**src/rtl/movement_pkg.sv**
```systemverilog
// State codes shared by the sprite scheduler and its datapath, plus the
// helpers that decide which move state follows.
package movement_pkg;

  typedef enum logic [3:0] {
    ST_PREHOLD = 4'b0100,
    ST_HOLD    = 4'b0000,
    ST_CLEAR   = 4'b0001,
    ST_LEFT    = 4'b0011,
    ST_RIGHT   = 4'b0010,
    ST_DOWN    = 4'b0110,
    ST_UP      = 4'b0111,
    ST_DRAW    = 4'b0101
  } state_t;

  // Direction vectors are packed {up, down, right, left}.
  function automatic logic [3:0] cancel_opposed(input logic [3:0] dirs);
    return {dirs[3] & ~dirs[2], dirs[2] & ~dirs[3],
            dirs[1] & ~dirs[0], dirs[0] & ~dirs[1]};
  endfunction

  // Moves run in the order LEFT, RIGHT, DOWN, UP; DRAW follows the last one.
  function automatic state_t next_move(input state_t cur, input logic [3:0] en);
    logic [3:0] later;
    state_t     nxt;
    case (cur)
      ST_CLEAR: later = en;
      ST_LEFT:  later = en & 4'b1110;
      ST_RIGHT: later = en & 4'b1100;
      ST_DOWN:  later = en & 4'b1000;
      default:  later = 4'b0000;
    endcase
    if (later[0])      nxt = ST_LEFT;
    else if (later[1]) nxt = ST_RIGHT;
    else if (later[2]) nxt = ST_DOWN;
    else if (later[3]) nxt = ST_UP;
    else               nxt = ST_DRAW;
    return nxt;
  endfunction

endpackage

```
**src/rtl/done_watchdog.sv**
```systemverilog
// Down-counting watchdog for dp_done: expired rises in the TIMEOUT-th cycle
// after start if done has not been seen.
module done_watchdog #(
  parameter int TIMEOUT = 64
) (
  input  logic clk,
  input  logic reset_n,
  input  logic start,
  input  logic done,
  output logic expired
);

  localparam int CW = (TIMEOUT > 1) ? $clog2(TIMEOUT) : 1;

  logic [CW-1:0] cnt_q, cnt_d;
  logic          armed_q, armed_d;

  always_comb begin
    cnt_d   = cnt_q;
    armed_d = armed_q;
    if (start) begin
      cnt_d   = CW'(TIMEOUT - 1);
      armed_d = 1'b1;
    end else if (armed_q) begin
      if (done || cnt_q == '0) armed_d = 1'b0;
      else                     cnt_d   = cnt_q - CW'(1);
    end
  end

  always_ff @(posedge clk or negedge reset_n) begin
    if (!reset_n) begin
      cnt_q   <= '0;
      armed_q <= 1'b0;
    end else begin
      cnt_q   <= cnt_d;
      armed_q <= armed_d;
    end
  end

  assign expired = armed_q && (cnt_q == '0);

endmodule

```
**src/rtl/sprite_move_scheduler.sv**
```systemverilog
// Per-frame sequencer: clears, moves and redraws the player then the bird,
// issuing one datapath control code per state.
//
// state   | meaning
// PREHOLD | one cycle after reset
// HOLD    | idle, waiting for frame_tick or a pending tick
// CLEAR   | erase current sprite, wait for dp_done
// LEFT..UP| one-cycle move step for the current sprite
// DRAW    | redraw current sprite, wait for dp_done
module sprite_move_scheduler
  import movement_pkg::*;
#(
  parameter int BIRD_DIV     = 2,
  parameter int DONE_TIMEOUT = 64
) (
  input  logic       clk,
  input  logic       reset_n,
  input  logic       frame_tick,
  input  logic       p_left,
  input  logic       p_right,
  input  logic       p_up,
  input  logic       p_down,
  input  logic       b_left,
  input  logic       b_right,
  input  logic       b_up,
  input  logic       b_down,
  input  logic       dp_done,
  output logic [3:0] control,
  output logic       porb,
  output logic       busy,
  output logic       frame_end,
  output logic       overrun,
  output logic       timeout_err
);

  state_t     state_q, state_d;
  logic       porb_q, porb_d, busy_q, busy_d, frame_end_q, frame_end_d;
  logic       overrun_q, overrun_d, timeout_err_q, timeout_err_d;
  logic       pending_q, pending_d;
  logic [3:0] frame_cnt_q, frame_cnt_d;
  logic [7:0] dir_q, dir_d;
  logic [3:0] sel_dirs, move_en;
  logic       wd_start, wd_expired, wait_done;

  done_watchdog #(.TIMEOUT(DONE_TIMEOUT)) u_done_watchdog (
    .clk     (clk),
    .reset_n (reset_n),
    .start   (wd_start),
    .done    (dp_done),
    .expired (wd_expired)
  );

  always_comb begin
    // Bird moves are suppressed on frames that are not a BIRD_DIV multiple.
    sel_dirs      = porb_q ? ((frame_cnt_q == 4'd0) ? dir_q[7:4] : 4'b0000) : dir_q[3:0];
    move_en       = cancel_opposed(sel_dirs);
    wait_done     = dp_done | wd_expired;
    state_d       = state_q;
    porb_d        = porb_q;
    busy_d        = busy_q;
    frame_end_d   = 1'b0;
    overrun_d     = overrun_q;
    timeout_err_d = timeout_err_q;
    pending_d     = pending_q;
    frame_cnt_d   = frame_cnt_q;
    dir_d         = dir_q;
    case (state_q)
      ST_PREHOLD: state_d = ST_HOLD;
      ST_HOLD: begin
        if (frame_tick || pending_q) begin
          state_d = ST_CLEAR;
          porb_d  = 1'b0;
          busy_d  = 1'b1;
          dir_d   = {b_up, b_down, b_right, b_left, p_up, p_down, p_right, p_left};
        end
      end
      ST_CLEAR: begin
        if (wait_done) begin
          state_d = next_move(ST_CLEAR, move_en);
          if (!dp_done) timeout_err_d = 1'b1;
        end
      end
      ST_LEFT, ST_RIGHT, ST_DOWN, ST_UP: state_d = next_move(state_q, move_en);
      ST_DRAW: begin
        if (wait_done) begin
          if (!dp_done) timeout_err_d = 1'b1;
          if (!porb_q) begin
            state_d = ST_CLEAR;
            porb_d  = 1'b1;
          end else begin
            state_d     = ST_HOLD;
            busy_d      = 1'b0;
            frame_end_d = 1'b1;
            frame_cnt_d = (frame_cnt_q >= 4'(BIRD_DIV - 1)) ? 4'd0 : frame_cnt_q + 4'd1;
          end
        end
      end
      default: state_d = ST_PREHOLD;
    endcase
    // A tick that cannot start a frame now is queued once; a second is lost.
    if (state_q == ST_HOLD) begin
      pending_d = pending_q & frame_tick;
    end else if (frame_tick) begin
      if (pending_q) overrun_d = 1'b1;
      else           pending_d = 1'b1;
    end
    wd_start = (state_d == ST_CLEAR || state_d == ST_DRAW) && (state_d != state_q);
  end

  always_ff @(posedge clk or negedge reset_n) begin
    if (!reset_n) begin
      state_q       <= ST_PREHOLD;
      porb_q        <= 1'b0;
      busy_q        <= 1'b0;
      frame_end_q   <= 1'b0;
      overrun_q     <= 1'b0;
      timeout_err_q <= 1'b0;
      pending_q     <= 1'b0;
      frame_cnt_q   <= 4'd0;
      dir_q         <= 8'd0;
    end else begin
      state_q       <= state_d;
      porb_q        <= porb_d;
      busy_q        <= busy_d;
      frame_end_q   <= frame_end_d;
      overrun_q     <= overrun_d;
      timeout_err_q <= timeout_err_d;
      pending_q     <= pending_d;
      frame_cnt_q   <= frame_cnt_d;
      dir_q         <= dir_d;
    end
  end

  assign control     = state_q;
  assign porb        = porb_q;
  assign busy        = busy_q;
  assign frame_end   = frame_end_q;
  assign overrun     = overrun_q;
  assign timeout_err = timeout_err_q;

endmodule

```
**config.mk**
```make
export PLATFORM = sky130hd
export DESIGN_NAME = sprite_move_scheduler
export DESIGN_NICKNAME = d
export VERILOG_FILES = /design/src/rtl/movement_pkg.sv /design/src/rtl/done_watchdog.sv /design/src/rtl/sprite_move_scheduler.sv
export SDC_FILE = /design/constraint.sdc
export NUM_CORES = 1
export LEC_CHECK = 0
export CAP_MARGIN = 0
export CORE_ASPECT_RATIO = 0.5
export CORE_MARGIN = 5
export CORE_UTILIZATION = 54
export CTS_CLUSTER_DIAMETER = 80
export DETAILED_ROUTE_END_ITERATION = 16
export GPL_TIMING_DRIVEN = 0
export HOLD_SLACK_MARGIN = 0.03
export PLACE_DENSITY = 0.9
export SLEW_MARGIN = 5
export SYNTH_ARGS = -nofsm -noshare
export SYNTH_HDL_FRONTEND = slang
export SYNTH_SLANG_ARGS = --single-unit
```
**constraint.sdc**
```tcl
create_clock -name clk -period 2.8 [get_ports clk]
set_clock_uncertainty 0.1 [all_clocks]
set_input_delay 0.28 -clock clk [delete_from_list [all_inputs] [get_ports clk]]
set_output_delay 0.28 -clock clk [all_outputs]
set_load 0.01 [all_outputs]
```
# Word level (Yosys, flattened, before mapping)
# Cells that the tools add are included.
[op_classes]
add_sub_neg = 2
mul = 0
n_div = 0
order_cmp = 1
eq_ne = 14
n_shift = 0
n_mux = 38
n_bitwise = 12
n_reduce_logical = 20
[op_table]
columns = ["op", "count"]
rows = [
  ["$mux 4", 9],
  ["$eq 4x3->1 const B", 5],
  ["$pmux 4 s5", 1],
  ["$mux 6", 3],
  ["$pmux 4 s4", 1],
  ["$mux 1", 14],
  ["$mux 3", 4],
  ["$reduce_and 3->1", 4],
  ["$eq 4x1->1 const B", 2],
  ["$eq 4x2->1 const B", 2],
  ["$logic_not 4->1", 2],
  ["$mux 2", 4],
  ["$logic_not 6->1", 1],
  ["$ne 2x2->1 const B", 3],
  ["$not 1->1", 6],
  ["$reduce_bool 2->1", 3],
  ["$sub 6x1->6 const B", 1],
  ["$and 1x1->1", 5],
  ["$add 4x1->4 const B", 1],
  ["$ge 4x1->1 const B", 1],
  ["$ne 4x4->1", 1],
  ["$pmux 1 s2", 2],
  ["$reduce_and 2->1", 2],
  ["$reduce_and 4->1", 1],
  ["6 further kinds", 9],
]
[word_totals]
reg_bits = 29
latchBits = 0
mem_bits_rw = 0
rom_bits = 0
inputBits = 12
output_inout_bits = 9
mem_count = 0

# Longest topological paths before layout
[logic_depth]
ltp_word = 18
depth_mapped = 11
depth_no_buf = 11

# Hierarchy
# Synthesis repeated with hierarchy kept, for this count alone.
[hier_totals]
cells_unflattened = 158
hier_area_um2 = 1560.2
[modules_own_cells]
columns = ["mod", "n_inst", "cells_each", "area_each_um2", "seq_area_each_um2"]
rows = [
  ["sprite_move_scheduler", 1, 119, 1162.4, 551.8],
  ["done_watchdog", 1, 39, 397.9, 175.2],
]

# Worst setup path before layout
# Ideal clock, no wire load.
[synth_timing]
path_type = "register -> register"
start = "reg porb_q, in the netlist porb"
end = "reg u_done_watchdog.cnt_q[0]"
setup_time_ns = 0.133
arrival_ns = 2.086
setup_slack_ns = 0.481
stages_incl_launch_ff = 10
path_buffers = 1
period_less_slack_ns = 2.319
cell_sequence = "dfrtp_1 clkbuf_1 nand2_1 o22ai_1 ha_1 nand2_1 a221o_1 mux2i_1 mux2i_2 o21ai_0"
[synth_via]
elab_chain_cells = 16
elab_cells_between_ends = 34
classes_between = "eq/ne: 4; mux: 18; bitwise: 8; reduce/logical: 4"
[synth_rtl]
columns = ["item", "line", "source"]
rows = [
  ["start: declaration", "sprite_move_scheduler.sv:37", "logic porb_q, porb_d, busy_q, busy_d, frame_end_q, frame_end_d;"],
  ["start signal: assignment", "sprite_move_scheduler.sv:123", "porb_q <= porb_d;"],
  ["$mux 4", "sprite_move_scheduler.sv:55", "sel_dirs = porb_q ? ((frame_cnt_q == 4'd0) ? dir_q[7:4] : 4'b0000) : dir_q[3:0];"],
  ["$not 1->1", "movement_pkg.sv:18", "return {dirs[3] & ~dirs[2], dirs[2] & ~dirs[3],"],
  ["$and 1x1->1", "movement_pkg.sv:18", ""],
  ["$mux 4", "sprite_move_scheduler.sv:78", "if (wait_done) begin"],
  ["$mux 4", "sprite_move_scheduler.sv:67", "case (state_q)"],
  ["$mux 2", "movement_pkg.sv:36", "else if (later[3]) nxt = ST_UP;"],
  ["$mux 2", "movement_pkg.sv:35", "else if (later[2]) nxt = ST_DOWN;"],
  ["$mux 3", "movement_pkg.sv:34", "else if (later[1]) nxt = ST_RIGHT;"],
  ["$mux 3", "movement_pkg.sv:33", "if (later[0]) nxt = ST_LEFT;"],
  ["$mux 4", "sprite_move_scheduler.sv:78", ""],
  ["$pmux 4 s5 (*)", "sprite_move_scheduler.sv:67", ""],
  ["$eq 4x1->1 or $eq 4x3->1 (tied branches)", "sprite_move_scheduler.sv:107", "wd_start = (state_d == ST_CLEAR || state_d == ST_DRAW) && (state_d != state_q);"],
  ["$logic_or 1x1->1", "sprite_move_scheduler.sv:107", ""],
  ["$logic_and 1x1->1 (*)", "sprite_move_scheduler.sv:107", ""],
  ["$ne 2x1->1 (no line) or $reduce_bool 2->1 (tied branches)", "n/a", ""],
  ["$reduce_and 2->1 (no line)", "n/a", ""],
  ["end signal: assignment", "done_watchdog.sv:35", "cnt_q <= cnt_d;"],
  ["end: declaration", "done_watchdog.sv:15", "logic [CW-1:0] cnt_q, cnt_d;"],
]
# Every way passes the cells marked *; elsewhere a longest branch is shown, timed or not. The select of a mux whose other input is x is not followed.
# A chain may end at the register's enable or synchronous reset.

# Worst setup path in the final report
[layout_timing]
start = "reg frame_cnt_q[0]"
end = "reg u_done_watchdog.cnt_q[5]"
[layout_via]
elab_chain_cells = 18
elab_cells_between_ends = 34
classes_between = "eq/ne: 4; mux: 17; bitwise: 8; reduce/logical: 5"
[layout_rtl]
columns = ["item", "line", "source"]
rows = [
  ["start: declaration", "sprite_move_scheduler.sv:40", "logic [3:0] frame_cnt_q, frame_cnt_d;"],
  ["start signal: assignment", "sprite_move_scheduler.sv:129", "frame_cnt_q <= frame_cnt_d;"],
  ["$logic_not 4->1 (*)", "sprite_move_scheduler.sv:55", ""],
  ["$mux 4 (*) (2 in series)", "sprite_move_scheduler.sv:55", ""],
  ["$not 1->1", "movement_pkg.sv:18", ""],
  ["$and 1x1->1", "movement_pkg.sv:18", ""],
  ["$mux 4", "sprite_move_scheduler.sv:78", ""],
  ["$mux 4", "sprite_move_scheduler.sv:67", ""],
  ["$mux 2", "movement_pkg.sv:36", ""],
  ["$mux 2", "movement_pkg.sv:35", ""],
  ["$mux 3", "movement_pkg.sv:34", ""],
  ["$mux 3", "movement_pkg.sv:33", ""],
  ["$mux 4", "sprite_move_scheduler.sv:78", ""],
  ["$pmux 4 s5 (*)", "sprite_move_scheduler.sv:67", ""],
  ["$eq 4x1->1 or $eq 4x3->1 (tied branches)", "sprite_move_scheduler.sv:107", ""],
  ["$logic_or 1x1->1", "sprite_move_scheduler.sv:107", ""],
  ["$logic_and 1x1->1 (*)", "sprite_move_scheduler.sv:107", ""],
  ["$ne 2x1->1 (no line) or $reduce_bool 2->1 (tied branches)", "n/a", ""],
  ["$reduce_and 2->1 (no line)", "n/a", ""],
]
# Marked as above.

==> metrics.md <==
| Metric | Value |
|---|---|
| Die height | 48.6 um |
| Hold path startpoint | overrun |
| Clock Sink Count | 29 |
| FF+latch count, synth | 29 |
| DR pass1 iterations | 4 |
| Avg Cell Area, Syn | 9.77 um2 |
| R2R cell count | 10 |
| Critical-path top delay cell | dfrtp_1 |
| Crit end category | register |
| Post_cts resized | 0 |
| CP max stage delay | 0.40 ns |
| Number of cell rows | 14 |
| Worst-Skew Late Latency | 0.28 ns |
| RePlAce Congestion | 0.869 |
| Max Cap Viol | 0 |
| WHS Endpoint | overrun |
| Max FO, Critical Path | 7 |
| Fin nets | 215 |
| DR WL/cell | 13.8 um |
| GRT met1 Usage | 0.204 |
| Top-Level Pins | 21 |
| WP depth | 10 |
| Post-route design area | 1980 um2 |
| Final HPWL DP | 2410 um |
| Initial antenna violation count | 0 |
| Hold Violations, Final | 0 |
| R2r setup slk | 0.24 ns |
| IO Port Bufs | 20 |
| Clk slew on worst S/H paths | 0.06 ns |
| Critical Path RT | 2.84 ns |
| M2 GR Usage | 0.280 |
| Share of power burned in registers | 0.370 |
| P&R area growth vs syn | 22.8% |
| Ys async rst share | 1.00 |
| Main synth FF type | dfrtp_1 |
| Post-Syn Area | 1610 um2 |
| Register area share after synthesis | 0.451 |
| Clk root buf | clkbuf_8 |
| Fmax | 0.391 GHz |
| Unrepaired setup endpoints after global routing | false |
| CTS max path bufs | 2 |
| Status | finished clean |
| Post-DRT Antenna Nets | 0 |
| Initial Utilization | 0.551 |
| Tcrit/Tclk final | 0.913 |
| Setup tns final | 0 ns |
| Worst-path cell chain | inv_1, ha_1, nand2_1, o22ai_1, ha_1, nand2_1, a221o_1, mux2i_1, mux2i_2, o21ai_0 |
| First-pass GRT wire length | 5660 um |
| Final setup violating endpoints | 0 |
| Unique masters post-synth | 44 |
| Hold depth | 1 |
| Max VDD drop | 480 uV |
| Synth top area share | 0.434 |
| Via count | 1249 |
| GR peak layer | met2 |
| Post-Syn Nets | 188 |
| Post-synth EDFFs | 0 |
| Crit path kind | register to register |
| Cell Count, Final, Fillers Out | 233 |
| Worst Hold Class | register to register |
| Mapped Cells | 165 |
| Final min period | 2.56 ns |
| Remaining global-route overflow | 0 |
| Clock share of power | 0.257 |
| Drc violations | 0 |
| Switching share of power | 0.342 |
| Most common cell after layout, fill and taps aside | dfrtp_1 |
| Die area | 4250 um2 |
| Int Pwr | 1.13 mW |
| H-tree Lvls | 2 |
| Reg-to-Reg Start | frame_cnt_q[0] |
| Die width | 87.3 um |
| Synth top area cells | dfrtp_1 (43%), ha_1 (8.5%), o21ai_0 (4.7%) |
| Post-CTS setup buffer count | 0 |
| Worst Path Arrival | 2.60 ns |
| PnR Total Power | 1.72 mW |
| Layout cells sized above 1 | 0.130 |
| N_diodes | 0 |
| Commonest cells after routing, fill and taps aside | dfrtp_1 (28), nand2_1 (19), clkdlybuf4s50_1 (19) |
| Synth Warn # | 0 |
| Top cell family by delay on the critical path | compound AO/OA/AOI/OAI gates |
| Reg2reg end | u_done_watchdog.cnt_q[5] |
| PD cells | 867 nW/um2 |
| Core Region | 2930 um2 |
| Pin count of the biggest net entering global routing | 30 |
| Placed insts | 225 |
| Slew HR | 0.556 |
| Core Util, Final | 0.677 |
| Post-DP Area | 1860 um2 |
| Critical path startpoint category | register |
| Critical path buffer and inverter count | 1 |
| Leakage | 0.910 nW |
| Grt met3 use | 0.0525 |
| Combinational share of power | 0.372 |
| Cell taking the most area after synthesis | dfrtp_1 |
| Vias per std cell | 5.36 |
| Fill count | 210 |
| Sw Pwr | 0.587 mW |
| Total CTS buffers | 5 |
| Slew Viols, Final | 0 |
| Gr usage total | 0.169 |
| Vias in the first global route | 1282 |
| Worst-Margin Slew | 0.661 ns |
| First DRT Iteration DRCs | 65 |
| WL final | 3210 um |
| CTS tree | done |
[final cells by class]
class                      count  area, um2  area share
buffer                         3       15.0     0.00758
clock buffer                   7       86.3      0.0436
clock inverter                 1       30.0      0.0152
inverter                      17       63.8      0.0322
multi-input combinational    115        803       0.406
sequential                    29        727       0.367
tap                           40       50.0      0.0253
timing repair buffer          21        205       0.104
[sequential cells by signal, summed over array words and instances, names as in the netlist, 4 cells and up]
| name | cells |
|---|---|
| dir_q | 8 |
| u_done_watchdog.cnt_q | 6 |
| control | 4 |
| frame_cnt_q | 4 |
[stage by stage]
step | setup WS [ns] | hold slack [ns]
after floorplan | 0.481 | -0.116
after global placement | 0.293 | 0.353
after detailed placement | 0.188 | 0.362
after CTS | 0.178 | 0.370
after global routing | 0.0447 | 0.398
final | 0.244 | 0.364
[timing repair]
item / CTS / global route
setup endpoints to repair: 0 / 3
hold endpoints to repair: 0 / 28
hold buffers: 0 / 1
[synthesized netlist by cell type (2+ instances only)]
master,count
ha_1,11
nor2_1,10
dfrtp_1,28
o21bai_1,2
mux2i_1,2
mux2_2,4
nand3b_1,2
o22ai_1,4
and2_1,2
nand2b_1,3
inv_1,17
nand2_1,19
nor3_1,4
o21ai_0,15
o22a_1,2
nand3_1,5
buf_2,3
a21oi_1,6
[cells by family (layout without fill, tap and decap cells)]
family | Yosys count | count (layout) | share of synthesized area
compound gates | 41 | 41 | 0.175
xor+xnor | 2 | 2 | 0.0109
fa+ha+maj | 12 | 12 | 0.0915
buf+inv | 21 | 49 | 0.0512
flops | 29 | 29 | 0.451
mux | 7 | 7 | 0.0489
other cells | 1 | 1 | 0.00233
simple gates | 52 | 52 | 0.169
[metal layers]
layer,vias to the layer above,wire (um),share of wire
li1,620,-,-
met4,0,38,0.012
met2,31,1610,0.50
met3,4,156,0.049
met5,-,0,0
met1,594,1400,0.44
[how the worst max path moves through the flow]
stage	from	slack, ns	to
2_1_floorplan	porb	0.48	u_done_watchdog.cnt_q[0]
3_3_place_gp	porb	0.29	u_done_watchdog.cnt_q[3]
3_5_place_dp	porb	0.19	u_done_watchdog.cnt_q[5]
4_1_cts	porb	0.18	u_done_watchdog.cnt_q[5]
5_1_grt	frame_cnt_q[0]	0.04	u_done_watchdog.cnt_q[5]
6_report	frame_cnt_q[0]	0.24	u_done_watchdog.cnt_q[5]
[power groups by stage]
stage                     combinational (mW)  sequential [mW]  clock [mW]
after floorplan                        0.459            0.621           0
after global placement                 0.617            0.623           0
after detailed placement               0.652            0.630           0
after CTS                              0.659            0.623       0.449
after global routing                   0.726            0.654       0.473
final                                  0.640            0.636       0.442
Note: power is estimated with default switching activity, not from simulation.
